`config.mk`:
```
export PLATFORM = sky130hd
export DESIGN_NAME = mem_byte_ctrl
export DESIGN_NICKNAME = d
export VERILOG_FILES = /design/src/rtl/mem_pkg.sv /design/src/rtl/mem_load_ext.sv /design/src/rtl/mem_byte_ctrl.sv
export SDC_FILE = /design/constraint.sdc
export NUM_CORES = 1
export LEC_CHECK = 0
export BUFFER_PORTS_ARGS = -buffer_cell sky130_fd_sc_hd__clkbuf_2
export CAP_MARGIN = 25
export CORE_UTILIZATION = 45
export CTS_BUF_LIST = sky130_fd_sc_hd__clkbuf_8
export DETAILED_ROUTE_END_ITERATION = 6
export MAX_ROUTING_LAYER = met4
export PLACE_DENSITY = 0.77
export SYNTH_ARGS = -nofsm -noshare
export SYNTH_HDL_FRONTEND = slang
export SYNTH_SLANG_ARGS = --single-unit
```
`constraint.sdc`:
```
create_clock -name clk -period 2.03 [get_ports clk]
set_clock_uncertainty 0.1 [all_clocks]
set_input_delay 0.203 -clock clk [delete_from_list [all_inputs] [get_ports clk]]
set_output_delay 0.203 -clock clk [all_outputs]
set_load 0.05 [all_outputs]
```
`src/rtl/mem_pkg.sv`:
```
// Shared encodings, FSM state type and size helpers for the memory-access stage.
// Latency: n/a (package only).
// Backpressure: n/a (package only).
package mem_pkg;

    // Access size encodings carried on req_cnf_i
    localparam logic [1:0] MEM_NONE = 2'd0;
    localparam logic [1:0] MEM_B    = 2'd1;
    localparam logic [1:0] MEM_H    = 2'd2;
    localparam logic [1:0] MEM_W    = 2'd3;

    // Controller states
    typedef enum logic [1:0] {
        IDLE = 2'd0,
        RD   = 2'd1,
        WR   = 2'd2,
        DONE = 2'd3
    } mem_state_t;

    // Number of bytes moved for a given size encoding (0 for non-memory ops)
    function automatic logic [2:0] cnf_bytes(input logic [1:0] cnf);
        case (cnf)
            MEM_B:   return 3'd1;
            MEM_H:   return 3'd2;
            MEM_W:   return 3'd4;
            default: return 3'd0;
        endcase
    endfunction

    // Index of the final byte of an access (N-1); 0 for non-memory ops
    function automatic logic [1:0] cnf_last(input logic [1:0] cnf);
        logic [2:0] n;
        n = cnf_bytes(cnf);
        if (n == 3'd0) begin
            return 2'd0;
        end
        n = n - 3'd1;
        return n[1:0];
    endfunction

    // Natural-alignment test: halves on even addresses, words on multiples of 4
    function automatic logic cnf_misaligned(input logic [1:0] cnf, input logic [1:0] addr_lo);
        case (cnf)
            MEM_H:   return addr_lo[0];
            MEM_W:   return (addr_lo != 2'b00);
            default: return 1'b0;
        endcase
    endfunction

endpackage

```
`src/rtl/mem_load_ext.sv`:
```
// Widens the little-endian load buffer to register width by size and signedness.
// Latency: purely combinational, zero cycles.
// Backpressure: none; output follows inputs.
module mem_load_ext
    import mem_pkg::*;
#(
    parameter int DATA_W = 32
) (
    input  logic [3:0][7:0]    buf_i,
    input  logic [1:0]         cnf_i,
    input  logic               signed_i,
    output logic [DATA_W-1:0]  data_o
);

    logic [31:0] w_ext;
    logic        w_sb;
    logic        w_sh;

    // Sign bit of the top loaded byte, squashed for unsigned loads
    assign w_sb = signed_i & buf_i[0][7];
    assign w_sh = signed_i & buf_i[1][7];

    // Select byte / half / word view of the buffer
    always_comb begin
        w_ext = 32'h0000_0000;
        case (cnf_i)
            MEM_B:   w_ext = {{24{w_sb}}, buf_i[0]};
            MEM_H:   w_ext = {{16{w_sh}}, buf_i[1], buf_i[0]};
            MEM_W:   w_ext = {buf_i[3], buf_i[2], buf_i[1], buf_i[0]};
            default: w_ext = 32'h0000_0000;
        endcase
    end

    assign data_o = DATA_W'(w_ext);

endmodule

```
`src/rtl/mem_byte_ctrl.sv`:
```
// RISC-V memory stage: byte-serial load/store over an 8-bit single-port RAM, little-endian.
// Latency: loads N+2 cycles, stores N+1 (N = 1/2/4); non-memory ops pass through in 0 cycles.
// Backpressure: mem_stall_o holds the upstream request while busy. Optional: MEM_ALIGN_CHK_EN.
module mem_byte_ctrl
    import mem_pkg::*;
#(
    parameter int ADDR_W = 32,
    parameter int DATA_W = 32
) (
    input  logic              clk,
    input  logic              rst,
    input  logic [ADDR_W-1:0] req_addr_i,
    input  logic              req_wr_i,
    input  logic [1:0]        req_cnf_i,
    input  logic              req_signed_i,
    input  logic [DATA_W-1:0] req_wdata_i,
    input  logic [4:0]        wd_i,
    input  logic              wreg_i,
    output logic [ADDR_W-1:0] ram_a_o,
    output logic              ram_wr_o,
    output logic [7:0]        ram_dout_o,
    input  logic [7:0]        ram_din_i,
    output logic [4:0]        wd_o,
    output logic              wreg_o,
    output logic [DATA_W-1:0] wdata_o,
    output logic              mem_stall_o,
    output logic              misalign_o
);

    // FSM state and byte sequencing
    mem_state_t        r_state;
    logic [1:0]        r_cnt;
    logic              r_all_iss;
    logic [3:0][7:0]   r_buf;
    logic              r_mis;
    logic [ADDR_W-1:0] r_last_a;

    // Latched copy of the accepted request; authoritative once accepted
    logic [ADDR_W-1:0] r_addr;
    logic              r_wr;
    logic [1:0]        r_cnf;
    logic              r_signed;
    logic [DATA_W-1:0] r_wdata;
    logic [4:0]        r_wd;
    logic              r_wreg;

    // Combinational helpers
    logic              w_accept;
    logic              w_misalign;
    logic [1:0]        w_req_last;
    logic [1:0]        w_lat_last;
    logic [1:0]        w_cap_idx;
    logic [ADDR_W-1:0] w_issue_a;
    logic [DATA_W-1:0] w_ext;

    // Output drive before the reset gate
    logic [ADDR_W-1:0] w_ram_a;
    logic              w_ram_wr;
    logic [7:0]        w_ram_dout;
    logic [4:0]        w_wd;
    logic              w_wreg;
    logic [DATA_W-1:0] w_wdata;
    logic              w_stall;

    assign w_accept   = (r_state == IDLE) && (req_cnf_i != MEM_NONE);
    assign w_req_last = cnf_last(req_cnf_i);
    assign w_lat_last = cnf_last(r_cnf);
    // RAM data returns one cycle late, so the byte captured now is the one issued last cycle
    assign w_cap_idx  = r_cnt - 2'd1;
    // Byte address wraps modulo 2^ADDR_W
    assign w_issue_a  = r_addr + ADDR_W'(r_cnt);

`ifdef MEM_ALIGN_CHK_EN
    assign w_misalign = w_accept && cnf_misaligned(req_cnf_i, req_addr_i[1:0]);
`else
    assign w_misalign = 1'b0;
`endif

    mem_load_ext #(
        .DATA_W   (DATA_W)
    ) u_load_ext (
        .buf_i    (r_buf),
        .cnf_i    (r_cnf),
        .signed_i (r_signed),
        .data_o   (w_ext)
    );

    // Drive RAM and write-back outputs from the current state; everything forced low in reset
    always_comb begin
        w_ram_a    = r_last_a;
        w_ram_wr   = 1'b0;
        w_ram_dout = 8'h00;
        w_wd       = 5'd0;
        w_wreg     = 1'b0;
        w_wdata    = '0;
        w_stall    = 1'b0;
        case (r_state)
            IDLE: begin
                if (req_cnf_i == MEM_NONE) begin
                    w_wd    = wd_i;
                    w_wreg  = wreg_i;
                    w_wdata = req_wdata_i;
                end else begin
                    w_stall = 1'b1;
                    if (!w_misalign) begin
                        w_ram_a    = req_addr_i;
                        w_ram_wr   = req_wr_i;
                        w_ram_dout = req_wdata_i[7:0];
                    end
                end
            end
            RD: begin
                w_stall = 1'b1;
                if (!r_all_iss) begin
                    w_ram_a = w_issue_a;
                end
            end
            WR: begin
                w_stall    = 1'b1;
                w_ram_a    = w_issue_a;
                w_ram_wr   = 1'b1;
                w_ram_dout = r_wdata[{r_cnt, 3'b000} +: 8];
            end
            DONE: begin
                w_wd = r_wd;
                if (!r_wr && !r_mis) begin
                    w_wreg  = r_wreg;
                    w_wdata = w_ext;
                end
            end
            default: begin
                w_stall = 1'b0;
            end
        endcase
        if (rst) begin
            w_ram_a    = '0;
            w_ram_wr   = 1'b0;
            w_ram_dout = 8'h00;
            w_wd       = 5'd0;
            w_wreg     = 1'b0;
            w_wdata    = '0;
            w_stall    = 1'b0;
        end
    end

    assign ram_a_o     = w_ram_a;
    assign ram_wr_o    = w_ram_wr;
    assign ram_dout_o  = w_ram_dout;
    assign wd_o        = w_wd;
    assign wreg_o      = w_wreg;
    assign wdata_o     = w_wdata;
    assign mem_stall_o = w_stall;
    assign misalign_o  = rst ? 1'b0 : w_misalign;

    // Remember the last presented address so idle and DONE cycles hold it
    always_ff @(posedge clk) begin
        if (rst) begin
            r_last_a <= '0;
        end else begin
            r_last_a <= w_ram_a;
        end
    end

    // Access sequencer: accept, step bytes, collect load data, hand off in DONE
    always_ff @(posedge clk) begin
        if (rst) begin
            r_state   <= IDLE;
            r_cnt     <= 2'd0;
            r_all_iss <= 1'b0;
            r_buf     <= '0;
            r_mis     <= 1'b0;
            r_addr    <= '0;
            r_wr      <= 1'b0;
            r_cnf     <= MEM_NONE;
            r_signed  <= 1'b0;
            r_wdata   <= '0;
            r_wd      <= 5'd0;
            r_wreg    <= 1'b0;
        end else begin
            case (r_state)
                IDLE: begin
                    if (w_accept) begin
                        r_addr    <= req_addr_i;
                        r_wr      <= req_wr_i;
                        r_cnf     <= req_cnf_i;
                        r_signed  <= req_signed_i;
                        r_wdata   <= req_wdata_i;
                        r_wd      <= wd_i;
                        r_wreg    <= wreg_i;
                        r_cnt     <= 2'd1;
                        r_all_iss <= (w_req_last == 2'd0);
                        r_mis     <= w_misalign;
                        if (w_misalign) begin
                            r_state <= DONE;
                        end else if (req_wr_i) begin
                            r_state <= (w_req_last == 2'd0) ? DONE : WR;
                        end else begin
                            r_state <= RD;
                        end
                    end
                end
                RD: begin
                    r_buf[w_cap_idx] <= ram_din_i;
                    if (r_all_iss) begin
                        r_state <= DONE;
                    end else begin
                        r_cnt     <= r_cnt + 2'd1;
                        r_all_iss <= (r_cnt == w_lat_last);
                    end
                end
                WR: begin
                    if (r_cnt == w_lat_last) begin
                        r_state <= DONE;
                    end else begin
                        r_cnt <= r_cnt + 2'd1;
                    end
                end
                DONE: begin
                    r_state <= IDLE;
                    r_mis   <= 1'b0;
                end
                default: begin
                    r_state <= IDLE;
                end
            endcase
        end
    end

endmodule

```
==> results of run 1 <==
-- Yosys cell counts (all sizes together) --
cell type  count
a211o          2
a211oi         2
a21o          17
a21oi        155
a22o           8
a22oi         39
a311o          1
a31o           1
a31oi          1
and2           1
and3           3
and4           6
buf           25
clkbuf        49
conb           1
dfxtp        143
fa             1
ha            11
inv           11
mux2i          1
mux4           8
nand2        248
nand2b         2
nand3         44
nand3b         1
nand4          5
nand4b         1
nand4bb        1
nor2          42
nor2b          5
nor3          11
nor3b          1
nor4           6
o211ai         1
o21a           3
o21ai         39
o21bai         2
o22ai         36
or2            2
xnor2         22
xor2           8
-- cell families after synthesis --
logic type	synth area share (%)
buf+inv	5.08
other cells	0.0508
fa+ha+maj	2.14
xor+xnor	3.56
mux	2.58
simple gates	22.8
flops	38.8
compound gates	25.0
-- stage by stage --
step | util (%) | setup TNS [ns] | hold slack (ns)
3_3_place_gp | 68.9 | -5.58 | 0.338
3_5_place_dp | 68.9 | -7.19 | 0.343
4_1_cts | 85.7 | -34.34 | 0.0519
2_1_floorplan | - | -4.99 | 0.239
-- per-layer routing --
metal / GRT usage [%] / GRT overflow
met2: 86.3 / 4
met4: 68.5 / 5
met5: - / -
met3: 52.5 / 0
met1: 70.3 / 0
-- repair_timing --
item | in CTS
setup buffers | 37
resized for setup | 204
endpoints found under the setup margin | 93
gates cloned | 6
hold buffers | 82
hold endpoints to repair | 117
pin swaps | 60
==> impl_metrics.toml, run 1 <==
[placement]
dp_cells = 1403
dpl_worst_slack_ns = -0.336
post_dp_cell_area_um2 = 11000
hpwl_um = 18100
gp_congestion = 0.911
port-buffer-count = 163

[outcome]
firstError = "[ERROR GRT-0232] Routing congestion too high. Check the congestion heatmap in the GUI."
outcome = "stopped before the end"
lastStage = "5_1_grt"

[logic_synthesis]
ys_types = 53
avgSynthCellArea_um2 = 7.64
synth-seq-cells = 143
syn_area_um2 = 7380
synth.area.top_cells = "dfxtp_1 (39%), nand2_1 (13%), a21oi_1 (10%)"
synth_fp_nets = 1062
ys_seq_area_share_pct = 38.8
synthCells = 966
yosysTopAreaCell = "dfxtp_1"
synth_top_area_share_pct = 38.8
yosys_warnings = 0

[floorplanning]
dieWidth_um = 130
row_count = 46
chipHeight_um = 130
io_pins = 165
initial_core_util_pct = 46.3

[global_route]
grt.overflow.total = 9
grt_max_degree = 64
grt_usage_pct = 70.8

[clocking]
cts_buffers = 17
cts_buffer_depth = 2
clock-sinks = 143
htree_levels = 4
cts_root_buf = "clkbuf_8"

[timing]
postGrtWorstEndpoint = "ram_a_o[30]"
worstEndpointType = "output port"
==> run 2: changes to the inputs <==
--- a/config.mk
+++ b/config.mk
@@ -7,11 +7,9 @@
 export LEC_CHECK = 0
 export BUFFER_PORTS_ARGS = -buffer_cell sky130_fd_sc_hd__clkbuf_2
 export CAP_MARGIN = 25
-export CORE_UTILIZATION = 45
-export CTS_BUF_LIST = sky130_fd_sc_hd__clkbuf_8
+export CORE_UTILIZATION = 30
 export DETAILED_ROUTE_END_ITERATION = 6
-export MAX_ROUTING_LAYER = met4
-export PLACE_DENSITY = 0.77
+export PLACE_DENSITY_LB_ADDON = 0.15
 export SYNTH_ARGS = -nofsm -noshare
 export SYNTH_HDL_FRONTEND = slang
 export SYNTH_SLANG_ARGS = --single-unit
==> constraint.sdc (replaced) <==
create_clock -name clk -period 2.64 [get_ports clk]
set_clock_uncertainty 0.1 [all_clocks]
set_input_delay 0.264 -clock clk [delete_from_list [all_inputs] [get_ports clk]]
set_output_delay 0.264 -clock clk [all_outputs]
set_load 0.05 [all_outputs]
==> run 2 against run 1 <==
  * The flow now finishes, with violations (negative setup slack)
  * Synthesized cell count stayed put
  * Synthesized area stayed put
==> impl_metrics.toml, run 2 <==
[global_route]
grt_pass1_wl_um = 41800
grt_max_degree = 52
antenna_found_initial = 0
grt_usage_pct = 21.0
grt.overflow.total = 0
grt_pass1_vias = 7364

[detailed_routing]
viasPerCell = 5.12
first_iter_violations = 398
drc = 0
vias = 7752
drt-total-wl_um = 27000
drtAntennaViolNets = 0
dr.pass1.iters = 5
routedWlPerCell_um = 17.8

[critical_path]
crit_chain = "ha_4 > fa_2 > and4_4 > buf_4 > nand3_4 > nor4_4 > xnor2_2 > o22ai_2 > buf_12"
cp-start-kind = "flip-flop"
rr_worst_depth = 8
worst_path_max_delay_cell = "dfxtp_2"
r2r_start = "r_addr[0]"
reg2reg_slack_ns = 0.54
worstPathBufferInverterCount = 2
max_stage_delay_ns = 0.35
cp.required_ns = 2.28
worstPathMaxFanout = 5
crit_family = "simple AND/OR/NAND/NOR gates"
worst_setup_path_end_kind = "output port"
crit_arrival_ns = 2.41
worstSetupPathType = "reg2out"
regToRegEndpoint = "r_last_a[30]"

[timing]
fin_crit_sh_pct = 105
setup_violations = 13
grt_setup_unrepaired = "yes"
min_period_ns = 2.77
report.final.slew_viol_count = 0
tightestPinTransition_ns = 0.592
max_freq_mhz = 361
timing_hold_violations_final = 0
relSlewSlack_pct = 60.5
fin_ws_ns = -0.133

[final_layout]
final_cell_mix = "nand2_1 (248), a21oi_1 (140), dfxtp_1 (135)"
fillers = 2431
antenna_cells = 0
finalNetCount = 1272
drive_gt1_share_pct = 31.2
syn2layout_area_growth_pct = 52.3
stdcell_count = 1513
final_common_cell = "nand2_1"

[logic_synthesis]
avgSynthCellArea_um2 = 7.64
yosysTopAreaCell = "dfxtp_1"
synth_fp_nets = 1062
postSynth.asyncResetShare_pct = 0
ys_seq_area_share_pct = 38.8
yosysMostFrequentCell = "nand2_1"
synth-seq-cells = 143
synth-edff-count = 0
synthTopCellsByCount = "nand2_1 (248), a21oi_1 (154), dfxtp_1 (143), clkbuf_1 (49), nand3_1 (42)"
syn_area_um2 = 7380
synth_ff_type = "dfxtp_1"
synthCells = 966
yosys_warnings = 0
synth.area.top_cells = "dfxtp_1 (39%), nand2_1 (13%), a21oi_1 (10%)"
ys_types = 53
synth_top_area_share_pct = 38.8

[floorplanning]
dieWidth_um = 159
row_count = 57
chipHeight_um = 159
initial_core_util_pct = 30.4
io_pins = 165
die_area_um2 = 25200
core_um2 = 24200

[clocking]
cts_tree = "done"
cts_buffer_depth = 2
cts_buffers = 17
htree_levels = 4
worstSkewPairLatency_ns = 0.43
clock-sinks = 143
cts_root_buf = "clkbuf_16"
clkTransAtPathRegs_ns = 0.06

[pwr]
ir_drop_uv = 571
finalPower_uw = 10900
p_leak_uw = 0.00417
powerDensity_nw_per_um2 = 973

[worst_hold_path]
min_path_type = "in2reg"
min_to = "r_wdata[8]"
hold_start = "req_wdata_i[8]"
min_path_cells = 3

[placement]
dpl_worst_slack_ns = 0.134
dp_cells = 1418
hpwl_um = 18300
gp_congestion = 0.855
port-buffer-count = 163

[run]
drv_cap = 0

[outcome]
failed_checks = "negative setup slack"
outcome = "finished, violations left"
-- run 2: cell counts after synthesis --
No cell type changed its count.
-- run 2: worst max path at each step --
stage | startpoint | to | slack (ns) | depth (start not counted)
floorplan | r_state[1] | ram_a_o[11] | -0.17 | 7
global placement | r_cnt[0] | ram_a_o[30] | 0.17 | 8
detailed placement | r_cnt[0] | ram_a_o[30] | 0.13 | 8
CTS | r_addr[0] | ram_a_o[26] | -0.18 | 9
global route | r_addr[0] | ram_a_o[30] | -0.25 | 8
finish | r_addr[0] | ram_a_o[28] | -0.13 | 9
-- run 2: kinds of logic (layout without fill, tap and decap cells) --
kind of cell | Yosys count | count (layout) | synth area share (%)
xor+xnor | 30 | 30 | 3.56
simple gates | 379 | 379 | 22.8
buf+inv | 85 | 307 | 5.08
fa+ha+maj | 12 | 12 | 2.14
other cells | 1 | 1 | 0.0508
flops | 143 | 143 | 38.8
compound gates | 307 | 308 | 25.0
mux | 9 | 9 | 2.58
-- run 2: repair_timing --
item	4_1_cts	5_1_grt
pin swaps	10	17
gates cloned	1	5
endpoints found under the setup margin	80	75
gates resized for setup	68	76
buffers inserted	8	6
hold buffers	43	0
hold endpoints to repair	49	0
-- run 2: power by group --
part | leakage [uW] | total, uW | internal (uW) | switching (uW)
sequential | 0.00118 | 3130 | 2710 | 422
combinational | 0.00270 | 5290 | 2200 | 3090
clock | 0.000293 | 2520 | 1520 | 1000
total | 0.00417 | 10900 | 6420 | 4510
-- run 2: stage by stage --
stage / setup TNS [ns] / area (um2) / hold slack, ns / util (%)
after global placement: 0 / 9430 / 0.341 / 38.9
final: -0.867 / 11200 / 0.0142 / 46.4
after global routing: -3.08 / 11200 / 0.000892 / 46.4
after detailed placement: 0 / 9430 / 0.343 / 38.9
after floorplan: -0.699 / 7440 / 0.300 / -
after CTS: -1.45 / 10900 / 0.000186 / 44.8
-- run 2: routing by layer --
layer | GRT usage (%) | vias up | share of wire (%)
li1 | - | 3803 | -
met1 | 27.2 | 3696 | 45
met2 | 35.5 | 224 | 48
met3 | 4.52 | 29 | 5.0
met4 | 4.94 | 0 | 1.6
met5 | 0 | - | 0
-- run 2: worst reg2reg max path, delay by kind of cell, from the launching register on --
kind | cells | cell delay, ns
muxes | 1 | 0.28
AOI/OAI and AO/OA | 1 | 0.07
and+or+nand+nor | 3 | 0.69
buffers and inverters | 1 | 0.15
adders and majority gates | 2 | 0.33
DFF | 1 | 0.35
-- run 2: final cells by class --
cell class                      instances  area, um2  share of cell area (%)
Inverter                               11       41.3                   0.367
Clock buffer                           19        443                    3.94
Timing Repair Buffer                  264       2700                    24.0
Multi-Input combinational cell        739       4620                    41.0
Sequential cell                       143       2880                    25.6
Clock inverter                         13        164                    1.46
Tap cell                              324        405                    3.61
Note: power is estimated with default switching activity, not from simulation.
